===== config.mk =====
export PLATFORM = sky130hd
export DESIGN_NAME = uart_tx_arbiter
export DESIGN_NICKNAME = d
export VERILOG_FILES = /design/src/rtl/uart_pkg.sv /design/src/rtl/rr_pick4.sv /design/src/rtl/uart_tx_arbiter.sv
export SDC_FILE = /design/constraint.sdc
export NUM_CORES = 1
export LEC_CHECK = 0
export ABC_CLOCK_PERIOD_IN_PS = 2009
export CAP_MARGIN = 10
export CORE_UTILIZATION = 35
export CTS_BUF_LIST = sky130_fd_sc_hd__clkbuf_4 sky130_fd_sc_hd__clkbuf_8
export CTS_CLUSTER_SIZE = 24
export DETAILED_ROUTE_END_ITERATION = 7
export HOLD_SLACK_MARGIN = 0.1
export SLEW_MARGIN = 10
export SYNTH_ARGS = -nofsm -noshare
export SYNTH_HDL_FRONTEND = slang
export SYNTH_SLANG_ARGS = --single-unit

===== constraint.sdc =====
create_clock -name clk -period 2.01 [get_ports clk]
set_clock_uncertainty 0.2 [all_clocks]
set_input_delay 0.402 -clock clk [delete_from_list [all_inputs] [get_ports clk]]
set_output_delay 0.402 -clock clk [all_outputs]
set_load 0.005 [all_outputs]

===== src/rtl/uart_pkg.sv =====
// Shared definitions for the UART transmit arbiter: FSM encoding and
// default burst/hold limits.
package uart_pkg;

  typedef enum logic [2:0] {
    ST_ARB       = 3'd0,
    ST_ACCEPT    = 3'd1,
    ST_SEND      = 3'd2,
    ST_WAIT_BUSY = 3'd3,
    ST_WAIT_DONE = 3'd4,
    ST_HOLD      = 3'd5
  } arb_state_t;

  localparam int UART_MAX_BURST    = 16;
  localparam int UART_HOLD_TIMEOUT = 64;
  // A transmitter that never drops tx_ready is trusted after this many cycles.
  localparam int BUSY_WAIT_CYCLES  = 4;

  function automatic logic [1:0] next_owner(input logic [1:0] owner);
    return owner + 2'd1;
  endfunction

endpackage


===== src/rtl/rr_pick4.sv =====
// Combinational round-robin pick: first set request bit at or after ptr,
// wrapping 3 -> 0.
module rr_pick4 (
  input  logic [3:0] req,
  input  logic [1:0] ptr,
  output logic [1:0] idx,
  output logic       found
);

  logic [1:0] cand;

  // Scan farthest offset first so the nearest requester overrides.
  always_comb begin
    idx   = '0;
    found = 1'b0;
    cand  = '0;
    for (int i = 3; i >= 0; i--) begin
      cand = ptr + 2'(i);
      if (req[cand]) begin
        idx   = cand;
        found = 1'b1;
      end
    end
  end

endmodule


===== src/rtl/uart_tx_arbiter.sv =====
// Four-requester byte arbiter in front of a single UART transmitter, with
// message locking, burst limiting and idle-hold release.
module uart_tx_arbiter
  import uart_pkg::*;
#(
  parameter int MAX_BURST    = UART_MAX_BURST,
  parameter int HOLD_TIMEOUT = UART_HOLD_TIMEOUT
) (
  input  logic        clk,
  input  logic        rst,
  input  logic [3:0]  req_valid,
  input  logic [31:0] req_data,
  input  logic [3:0]  req_last,
  output logic [3:0]  req_ready,
  input  logic        tx_ready,
  output logic [7:0]  tx_data,
  output logic        tx_req,
  output logic [1:0]  grant_id,
  output logic        busy
);

  localparam logic [7:0] BURST_LIMIT = 8'(MAX_BURST);
  localparam logic [7:0] IDLE_LAST   = 8'(HOLD_TIMEOUT - 1);
  localparam logic [2:0] WB_LAST     = 3'(BUSY_WAIT_CYCLES - 1);

  arb_state_t state, state_nxt;

  logic [1:0] rr_ptr;
  logic [1:0] grant;
  logic [7:0] burst_cnt;
  logic [7:0] idle_cnt;
  logic [2:0] wb_cnt;
  logic [7:0] byte_p0;
  logic       last_p0;

  logic [1:0] pick_idx;
  logic       pick_found;
  logic       handshake;
  logic       msg_done;
  logic       hold_expire;
  logic       release_grant;

  rr_pick4 u_pick (
    .req   (req_valid),
    .ptr   (rr_ptr),
    .idx   (pick_idx),
    .found (pick_found)
  );

  assign handshake     = (state == ST_ACCEPT) && req_valid[grant] && tx_ready;
  assign msg_done      = last_p0 || (burst_cnt == BURST_LIMIT);
  assign hold_expire   = (state == ST_HOLD) && !req_valid[grant] && (idle_cnt == IDLE_LAST);
  assign release_grant = ((state == ST_WAIT_DONE) && tx_ready && msg_done) || hold_expire;

  always_ff @(posedge clk) begin
    if (rst) state <= ST_ARB;
    else     state <= state_nxt;
  end

  always_comb begin
    state_nxt = state;
    case (state)
      ST_ARB:       if (pick_found) state_nxt = ST_ACCEPT;
      ST_ACCEPT:    if (handshake) state_nxt = ST_SEND;
      ST_SEND:      state_nxt = ST_WAIT_BUSY;
      ST_WAIT_BUSY: if (!tx_ready || (wb_cnt == WB_LAST)) state_nxt = ST_WAIT_DONE;
      ST_WAIT_DONE: if (tx_ready) state_nxt = msg_done ? ST_ARB : ST_HOLD;
      ST_HOLD: begin
        if (req_valid[grant])  state_nxt = ST_ACCEPT;
        else if (hold_expire)  state_nxt = ST_ARB;
      end
      default:      state_nxt = ST_ARB;
    endcase
  end

  // Grant, byte latch and the burst / busy-wait / idle counters.
  always_ff @(posedge clk) begin
    if (rst) begin
      rr_ptr    <= '0;
      grant     <= '0;
      burst_cnt <= '0;
      idle_cnt  <= '0;
      wb_cnt    <= '0;
      byte_p0   <= '0;
      last_p0   <= 1'b0;
    end else begin
      if ((state == ST_ARB) && pick_found) begin
        grant     <= pick_idx;
        burst_cnt <= '0;
      end
      if (handshake) begin
        byte_p0 <= req_data[{grant, 3'b000} +: 8];
        last_p0 <= req_last[grant];
      end
      if (state == ST_SEND) begin
        burst_cnt <= burst_cnt + 8'd1;
        wb_cnt    <= '0;
      end
      if (state == ST_WAIT_BUSY) wb_cnt <= wb_cnt + 3'd1;
      if (state == ST_WAIT_DONE) idle_cnt <= '0;
      if ((state == ST_HOLD) && !req_valid[grant]) idle_cnt <= idle_cnt + 8'd1;
      if (release_grant) rr_ptr <= next_owner(grant);
    end
  end

  always_comb begin
    req_ready = '0;
    if (handshake) req_ready[grant] = 1'b1;
    tx_req   = (state == ST_SEND);
    tx_data  = byte_p0;
    grant_id = grant;
    busy     = (state != ST_ARB);
  end

endmodule


After elaboration in Yosys (flattened, before gate mapping)
Index checks and enable logic that the tools add are counted.
{"block": "word_totals", "reg_bits": 35, "in_bits": 43, "output_inout_bits": 16, "word_cells": 91}
{"block": "op_classes", "addsub": 7, "order_cmp": 6, "n_eq_ne": 13, "n_shift": 1, "mux": 37, "n_reduce_logical": 19}
{"cell": "$mux W8", "n": 4}
{"cell": "$shiftx A32 B6 Y8", "n": 1}
{"cell": "$mux W3", "n": 9}
{"cell": "$pmux W3 S6", "n": 1}
{"cell": "$add A8 B1 Y8 const B", "n": 2}
{"cell": "$lt A2 B3 Y1 const B", "n": 5}
{"cell": "$bmux W1 S2", "n": 6}
{"cell": "$mux W1", "n": 11}
{"cell": "$eq A3 B2 Y1 const B", "n": 3}
{"cell": "$eq A8 B5 Y1 const B", "n": 1}
{"cell": "$eq A8 B6 Y1 const B", "n": 1}
{"cell": "$logic_and A1 B1 Y1", "n": 8}
{"cell": "$mux W2", "n": 4}
{"cell": "$ne A2 B2 Y1 const B", "n": 4}
{"cell": "$eq A3 B3 Y1 const B", "n": 2}
{"cell": "$reduce_bool A2 Y1", "n": 3}
{"cell": "$reduce_and A5 Y1", "n": 1}
{"cell": "$add A2 B1 Y2 const B", "n": 2}
{"cell": "$add A2 B2 Y2 const B", "n": 2}
{"cell": "$mux W4", "n": 1}
{"cell": "$add A3 B1 Y3 const B", "n": 1}
{"cell": "$eq A3 B1 Y1 const B", "n": 1}
{"cell": "$logic_not A3 Y1", "n": 1}
{"cell": "$logic_or A1 B1 Y1", "n": 3}
{"cell": "5 further kinds", "n": 6}

Longest topological paths before layout
Gate-level depths: netlist of the first run.
{"block": "logic_depth", "ltp_word": 10, "ltp_mapped": 8, "ltp_nobuf": 7}

By module
A second synthesis of the first run with hierarchy kept.
{"block": "hier_totals", "hier_cells": 255, "hier_area_um2": 2199.6}
{"mod": "uart_tx_arbiter", "n_inst": 1, "cells_per_inst": 242, "area_each_um2": 2122.0, "seq_area_each_um2": 700.7}
{"mod": "rr_pick4", "n_inst": 1, "cells_per_inst": 13, "area_each_um2": 77.6, "seq_area_each_um2": 0.0}

Worst setup path after synthesis of the first run
No wires, ideal clock.
{"block": "synth_timing", "path_type": "reg2reg", "startpoint": "register grant[0] (netlist: grant_id[0])", "endpoint": "register idle_cnt[7]", "setup_time_ns": 0.070, "arrival_time_ns": 1.996, "required_ns": 1.740, "setup_slack_ns": -0.256, "path_stages_with_launch": 6, "path_buffers": 1, "cell_sequence": "dfxtp_1 > mux4_2 > or2_1 > buf_6 > or4_1 > a21oi_1"}
{"block": "synth_via", "elab_chain_cells": 5, "word_cells_on_any_way": 6}
{"element": "start, declared", "line": "uart_tx_arbiter.sv:29", "text": "logic [1:0] grant;"}
{"element": "start signal, assigned", "line": "uart_tx_arbiter.sv:88", "text": "grant <= pick_idx;"}
{"element": "$bmux W1 S2 *", "line": "uart_tx_arbiter.sv:101", "text": "if ((state == ST_HOLD) && !req_valid[grant]) idle_cnt <= idle_cnt + 8'd1;"}
{"element": "$mux W1 (implied by the code) *", "line": "uart_tx_arbiter.sv:101"}
{"element": "$logic_not A1 Y1 *", "line": "uart_tx_arbiter.sv:101"}
{"element": "$logic_and A1 B1 Y1 *", "line": "uart_tx_arbiter.sv:101"}
{"element": "$mux W8 or $reduce_bool A2 Y1 (tied branches)"}
{"element": "end signal, assigned", "line": "uart_tx_arbiter.sv:101"}
{"element": "end, declared", "line": "uart_tx_arbiter.sv:31", "text": "logic [7:0] idle_cnt;"}
Mark *: on every way between the ends. The rest lies on a longest branch, timed or not. The select of a mux whose other input is x is not followed.
A chain may end at the register's enable or synchronous reset.

Final worst setup path of the first run
Same ends and word-level chain as after synthesis.

==> impl_metrics.csv, run 1 <==
group,metric,value,unit
placed_design,dp_hpwl,3897,µm
synth,ys_ff_latch,35,
run,maxCapViolCount,0,
cells_and_area,area_delta_synth_final,52.50,%
pwr,p_leak,1.203,nW
pwr,cellPowerDensity,662.9,nW/µm²
floorplan,io_pins,59,
pwr,internal_power,1.477,mW
sta,period_minus_slack,2.179,ns
detailed_routing,drt-total-wl,5314,µm
synth,async_reset_ff_share,0,%
detailed_routing,ant_nets,0,
grt,grt_pass1_vias,2044,
grt,grt_max_degree,38,
clocking,clkLatencyLatePin,0.29,ns
cells_and_area,drive_above_1_share,21.71,%
detailed_routing,drc_errors,0,
outcome,violations,"negative setup slack",
clocking,numCtsBuffers,5,
grt,grt_util_all_layers,18.75,%
sta,max_freq,458.9,MHz
grt,antenna_found_initial,0,
floorplan,die_area,6096,µm²
synth,yosys_warnings,0,
pwr,combPwrFrac,31.8,%
cells_and_area,final_cell_area,3089,µm²
clocking,path_clk_slew,0.08,ns
floorplan,fp.dieW,78.08,µm
detailed_routing,viasPerCell,5.206,
floorplan,die_y,78.08,µm
pwr,netSwitchingPower,0.5710,mW
grt,grt_pass1_wl,9004,µm
pwr,sequentialPowerShare,37.1,%
clocking,hold_buffers,0,
critical_path,crit_type,"reg2reg",
synth,synthCells,237,
cells_and_area,nNetsFinal,379,
placed_design,post-place-ws,-0.7048,ns
clocking,clockRootBuffer,"clkbuf_8",
detailed_routing,post_drt_wl_per_cell,13.32,µm
sta,max_slew_margin,66.60,%
sta,rsz0062_at_grt,"yes",
synth,syn_nets,289,
critical_path,end_kind,"register",
critical_path,critPathBufInv,2,
clocking,cts_tree,"yes",
cells_and_area,fin_util,55.76,%
synth,avgSynthCellArea,8.547,µm²
placed_design,io_buffers,58,
critical_path,cp.required,2.03,ns
synth,synth_cell_types,41,
critical_path,worst-path-max-fanout,5,
synth,yosysSeqAreaShare,34.59,%
detailed_routing,vias,2077,
floorplan,rows,27,
cells_and_area,nFillCells,527,
critical_path,path_cells,"mux4_2 -> buf_4 -> buf_6 -> or2_4 -> or4_1 -> a21oi_1",
placed_design,place_area,2908,µm²
critical_path,start_kind,"register",
clocking,numClockSinks,35,
floorplan,core,5540,µm²
cells_and_area,seqCellArea,706.9,µm²
pwr,p_sw_share,27.88,%
sta,setup-violations-final,13,
sta,min_period_over_period,108.4,%
cells_and_area,antenna_cells,0,
outcome,status,"complete, but fails checks",
sta,finalHoldViolCount,0,
critical_path,crit_family,"simple AND/OR/NAND/NOR gates",
detailed_routing,drt_pass1_iterations,4,
detailed_routing,drt_iter0_markers,93,
placed_design,gp_congestion,0.8021,
pwr,ir_drop,441.1,µV
pwr,clkPwrFrac,31.1,%
clocking,cts_buffer_depth,2,
sta,holdWs,0.2566,ns
grt,gr-total-overflow,0,
cells_and_area,multi_input_area,1279,µm²
floorplan,initial_core_util,36.56,%
synth,synth.cell_area,2026,µm²
critical_path,arrival,2.20,ns
clocking,htreeDepth,2,
sta,layout_setup_ws,-0.1690,ns
critical_path,rrSetupSlack,-0.17,ns
critical_path,max_stage_delay,0.52,ns
critical_path,cpMaxStageDelayCell,"mux4_2",
synth,synthFlopType,"dfxtp_1",
worst_hold_path,hp-class,"reg2reg",
sta,worstMarginPinSlew,0.4965,ns
synth,synth-edff-count,0,
sta,slew_viol_final,0,
==> layer usage <==
metal	vias up	track usage [%]	routed length (µm)
met4	0	8.333	120
li1	1025	-	-
met5	-	0	0
met2	51	32.19	2549
met3	13	4.070	195
met1	988	22.37	2449
==> cells by family after synthesis <==
family / Yosys count / synth area share (%)
buffers and inverters: 24 / 4.941
adder cells (fa/ha/maj): 9 / 5.559
AND/OR/NAND/NOR: 99 / 23.72
multiplexers: 21 / 16.55
AO/OA/AOI/OAI: 49 / 14.64
flip-flops: 35 / 34.59
==> synthesized netlist by cell type, types with 3 or more instances <==
| cell type | number | area, µm² |
|---|---|---|
| nor3_1 | 4 | 20.02 |
| nand3_1 | 8 | 40.04 |
| clkbuf_1 | 6 | 22.52 |
| nand3b_1 | 5 | 37.54 |
| nor2_1 | 39 | 146.4 |
| ha_1 | 9 | 112.6 |
| dfxtp_1 | 35 | 700.7 |
| o21ai_0 | 8 | 40.04 |
| a211oi_1 | 3 | 22.52 |
| mux4_2 | 10 | 225.2 |
| a21oi_1 | 24 | 120.1 |
| nor2b_1 | 4 | 25.02 |
| and2_1 | 6 | 37.54 |
| nand2_1 | 17 | 63.81 |
| nand2b_1 | 4 | 25.02 |
| nor4_1 | 4 | 25.02 |
| mux2i_1 | 11 | 110.1 |
| buf_1 | 3 | 11.26 |
| inv_1 | 11 | 41.29 |
==> stage by stage <==
step / cells / TNS, ns / total power, mW
2_1_floorplan: 237 / -0.06347 / 1.062
3_3_place_gp: 388 / -11.94 / 1.386
3_5_place_dp: 388 / -12.99 / 1.390
4_1_cts: 399 / -1.288 / 2.056
5_1_grt: 399 / -2.513 / 2.160
6_report: 399 / -1.388 / 2.048
==> layout by cell type (no fill, tap or decap), types with 2 or more instances in the layout <==
cell             synthesis  final
buf_4                    0     31
clkbuf_8                 0      5
a21oi_1                 24     24
nor4_1                   4      3
a211oi_1                 3      3
o22ai_1                  2      2
mux4_2                  10     10
dlygate4sd2_1            0      6
buf_6                    1      5
dfxtp_2                  0      2
a311oi_1                 2      2
clkdlybuf4s50_1          0     48
mux2i_1                 11     11
nor2b_1                  4      3
and2_1                   6      6
nor2_1                  39     37
dfxtp_1                 35     32
nand2b_1                 4      4
nand3_1                  8      8
o21ai_0                  8      7
inv_1                   11     11
nand3b_1                 5      5
buf_2                    2      4
ha_1                     9      9
nor3_1                   4      3
nand2_1                 17     16
==> tightest hold or removal path, cell delays in order, from the launching register on <==
cell and delay (ns):
dfxtp_1 0.31, nand2_1 0.05, a21oi_1 0.05
==> area by class of cell <==
class	instances	share of cell area, %
tap	72	2.916
multi-input combinational	178	41.39
clock buffer	6	2.471
sequential	35	22.88
inverter	12	1.458
clock inverter	1	0.9721
timing repair buffer	95	27.91
==> worst paths after layout <==
path	to	depth (start not counted)	from
min reg2reg	wb_cnt[2]	2	wb_cnt[2]
max	idle_cnt[7]	6	grant_id[0]
min	wb_cnt[2]	2	wb_cnt[2]
max reg2reg	idle_cnt[7]	6	grant_id[0]
==> power groups by stage <==
stage	logic, mW	registers (mW)	clock network [mW]
floorplan	0.293	0.769	0
finish	0.652	0.759	0.637
global placement	0.618	0.768	0
CTS	0.647	0.758	0.651
global route	0.715	0.765	0.680
detailed placement	0.621	0.769	0
==> timing repair <==
item,in CTS,in global routing
pin swaps,9,1
setup buffers,5,0
endpoints found under the setup margin,20,18
resized for setup,36,6
==> sequential cells by signal, summed over array words and instances, names as in the netlist <==
signal	count
tx_data	8
last_p0	1
grant_id	2
rr_ptr	2
idle_cnt	8
wb_cnt	3
burst_cnt	8
state	3
(Power assumes the default switching activity.)
==> run 2, diff against run 1 <==
--- a/config.mk
+++ b/config.mk
@@ -5,7 +5,7 @@
 export SDC_FILE = /design/constraint.sdc
 export NUM_CORES = 1
 export LEC_CHECK = 0
-export ABC_CLOCK_PERIOD_IN_PS = 2009
+export ABC_CLOCK_PERIOD_IN_PS = 2300
 export CAP_MARGIN = 10
 export CORE_UTILIZATION = 35
 export CTS_BUF_LIST = sky130_fd_sc_hd__clkbuf_4 sky130_fd_sc_hd__clkbuf_8
==> constraint.sdc (replaced) <==
create_clock -name clk -period 2.3 [get_ports clk]
set_clock_uncertainty 0.2 [all_clocks]
set_input_delay 0.46 -clock clk [delete_from_list [all_inputs] [get_ports clk]]
set_output_delay 0.46 -clock clk [all_outputs]
set_load 0.005 [all_outputs]
==> run 2 against run 1 <==
Effect of this change:
- register-to-register slack gained 0.25 ns
- power down 12%
- via count down 4.1%
- largest cell class unchanged
- critical path type is now reg2out
- die area unchanged
- non-clock buffer count decreased by 8
- global-route usage shrank 0.72 points
- clock power decreased by 10%
- final area is 1.5% lower
- the flow now finishes without violations
- sequential power decreased by 13%
- hold slack better by 0.00086 ns
- flip-flop and latch count stayed put
- count of clock-buffer cells in the layout did not move
==> impl_metrics.csv, run 2 (same netlist as run 1, synthesis figures left out) <==
group,metric,value,unit
pwr,sequentialPowerShare,36.7,%
cells_and_area,drive_above_1_share,19.38,%
sta,min_period_over_period,96.88,%
clocking,cts_buffer_depth,2,
grt,grt_util_all_layers,18.03,%
cells_and_area,antenna_cells,0,
detailed_routing,vias,1991,
pwr,ir_drop,251.8,µV
grt,use_met3,3.837,%
critical_path,rrSetupSlack,0.08,ns
floorplan,die_area,6096,µm²
run,maxCapViolCount,0,
cells_and_area,nFillCells,543,
grt,antenna_found_initial,0,
critical_path,r2r.worst_path.cells,5,
sta,slew_viol_final,0,
grt,gr-total-overflow,0,
floorplan,rows,27,
cells_and_area,final_common_cell,"clkdlybuf4s50_1",
pwr,cellPowerDensity,589.1,nW/µm²
cells_and_area,fin_util,54.95,%
clocking,clockRootBuffer,"clkbuf_8",
detailed_routing,drt-total-wl,5118,µm
clocking,numClockSinks,35,
detailed_routing,drt_pass1_iterations,4,
pwr,p_sw_share,27.12,%
sta,max_freq,448.8,MHz
pwr,combPwrFrac,31.5,%
sta,rsz0062_at_grt,"yes",
clocking,numCtsBuffers,5,
detailed_routing,post_drt_wl_per_cell,13.06,µm
clocking,hold_buffers,0,
critical_path,timing.rr.end,"idle_cnt[7]",
detailed_routing,ant_nets,0,
cells_and_area,layout_common_cells,"50 x clkdlybuf4s50_1, 38 x nor2_1, 34 x dfxtp_1, 27 x buf_4, 24 x a21oi_1",
cells_and_area,final_cell_area,3044,µm²
placed_design,io_buffers,58,
pwr,clkPwrFrac,31.8,%
grt,grt_max_degree,38,
detailed_routing,viasPerCell,5.079,
floorplan,core,5540,µm²
critical_path,startpoint,"grant_id[0]",
pwr,total_power,1.793,mW
placed_design,place_area,2849,µm²
grt,grt_use_met2,29.47,%
pwr,internal_power,1.307,mW
grt,top_usage_layer,"met2",
floorplan,initial_core_util,36.56,%
outcome,status,"finished clean",
pwr,netSwitchingPower,0.4865,mW
sta,finalHoldViolCount,0,
critical_path,crit_type,"reg2out",
floorplan,fp.dieW,78.08,µm
pwr,p_leak,1.170,nW
critical_path,arrival,1.57,ns
grt,grt_pass1_vias,1945,
clocking,cts_tree,"yes",
cells_and_area,multi_input_area,1270,µm²
sta,layout_setup_ws,0.07170,ns
floorplan,io_pins,59,
critical_path,worst-path-max-fanout,6,
placed_design,post-place-ws,-0.5994,ns
sta,holdWs,0.2574,ns
critical_path,regToRegStartpoint,"grant_id[0]",
critical_path,end_kind,"primary output",
cells_and_area,seqCellArea,701.9,µm²
floorplan,die_y,78.08,µm
detailed_routing,drc_errors,0,
grt,use_met1,22.13,%
worst_hold_path,hp-class,"reg2reg",
placed_design,dp_hpwl,3888,µm
critical_path,endpoint,"req_ready[0]",
cells_and_area,nNetsFinal,371,
placed_design,gp_congestion,0.8369,
clocking,path_clk_slew,0.07,ns
sta,max_slew_margin,72.90,%
sta,worstMarginPinSlew,0.4028,ns
detailed_routing,drt_iter0_markers,87,
sta,setup-violations-final,0,
sta,period_minus_slack,2.228,ns
clocking,clkLatencyLatePin,0.28,ns
critical_path,start_kind,"register",
clocking,htreeDepth,2,
critical_path,cp.required,1.64,ns
grt,grt_pass1_wl,8666,µm
cells_and_area,area_delta_synth_final,50.28,%
run 2: per-layer routing:
| metal | share of wire (%) | up-vias |
|---|---|---|
| met1 | 44 | 913 |
| li1 | - | 1014 |
| met3 | 4.6 | 11 |
| met2 | 49 | 53 |
| met5 | 0 | - |
| met4 | 2.8 | 0 |
run 2: repair_timing:
action | in CTS | in global routing
setup buffers | 2 | 1
gates resized for setup | 25 | 17
hold endpoints to repair | 0 | 0
pin swaps | 2 | 6
cloned | 0 | 0
setup endpoints to repair | 6 | 7
run 2: final cells by class:
type,instances,area share [%]
well taps,72,2.959
repair buffers,87,26.92
inverters,12,1.480
clock buffers,6,2.713
flip-flops and latches,35,23.06
clock inverters,2,1.151
multi-input cells,178,41.72
run 2: power groups by stage:
stage               Combinational (mW)  Clock (mW)  Sequential (mW)
detailed placement               0.532           0            0.669
CTS                              0.544       0.588            0.656
global route                     0.620       0.616            0.662
global placement                 0.531           0            0.669
finish                           0.565       0.571            0.658
floorplan                        0.252           0            0.672
run 2: how the worst min path moves through the flow:
| stage | from | end | slack [ns] | cells after the start |
|---|---|---|---|---|
| after floorplan | wb_cnt[2] | wb_cnt[2] | 0.23 | 2 |
| after global placement | wb_cnt[2] | wb_cnt[2] | 0.24 | 2 |
| after detailed placement | wb_cnt[2] | wb_cnt[2] | 0.25 | 2 |
| after CTS | wb_cnt[2] | wb_cnt[2] | 0.26 | 2 |
| after global routing | wb_cnt[1] | wb_cnt[1] | 0.29 | 2 |
| final | wb_cnt[2] | wb_cnt[2] | 0.26 | 2 |
run 2: worst max-delay path, cell delays in order, from the launching register on:
cell     delay (ns)
dfxtp_2        0.34
mux4_2         0.55
nand2_4        0.11
nor2_4         0.05
and2_4         0.14
buf_6          0.10
run 2: stage by stage:
| stage | TNS [ns] | instances |
|---|---|---|
| 2_1_floorplan | 0 | 237 |
| 3_3_place_gp | -4.991 | 381 |
| 3_5_place_dp | -5.442 | 381 |
| 4_1_cts | 0 | 391 |
| 5_1_grt | -0.0004852 | 392 |
| 6_report | 0 | 392 |
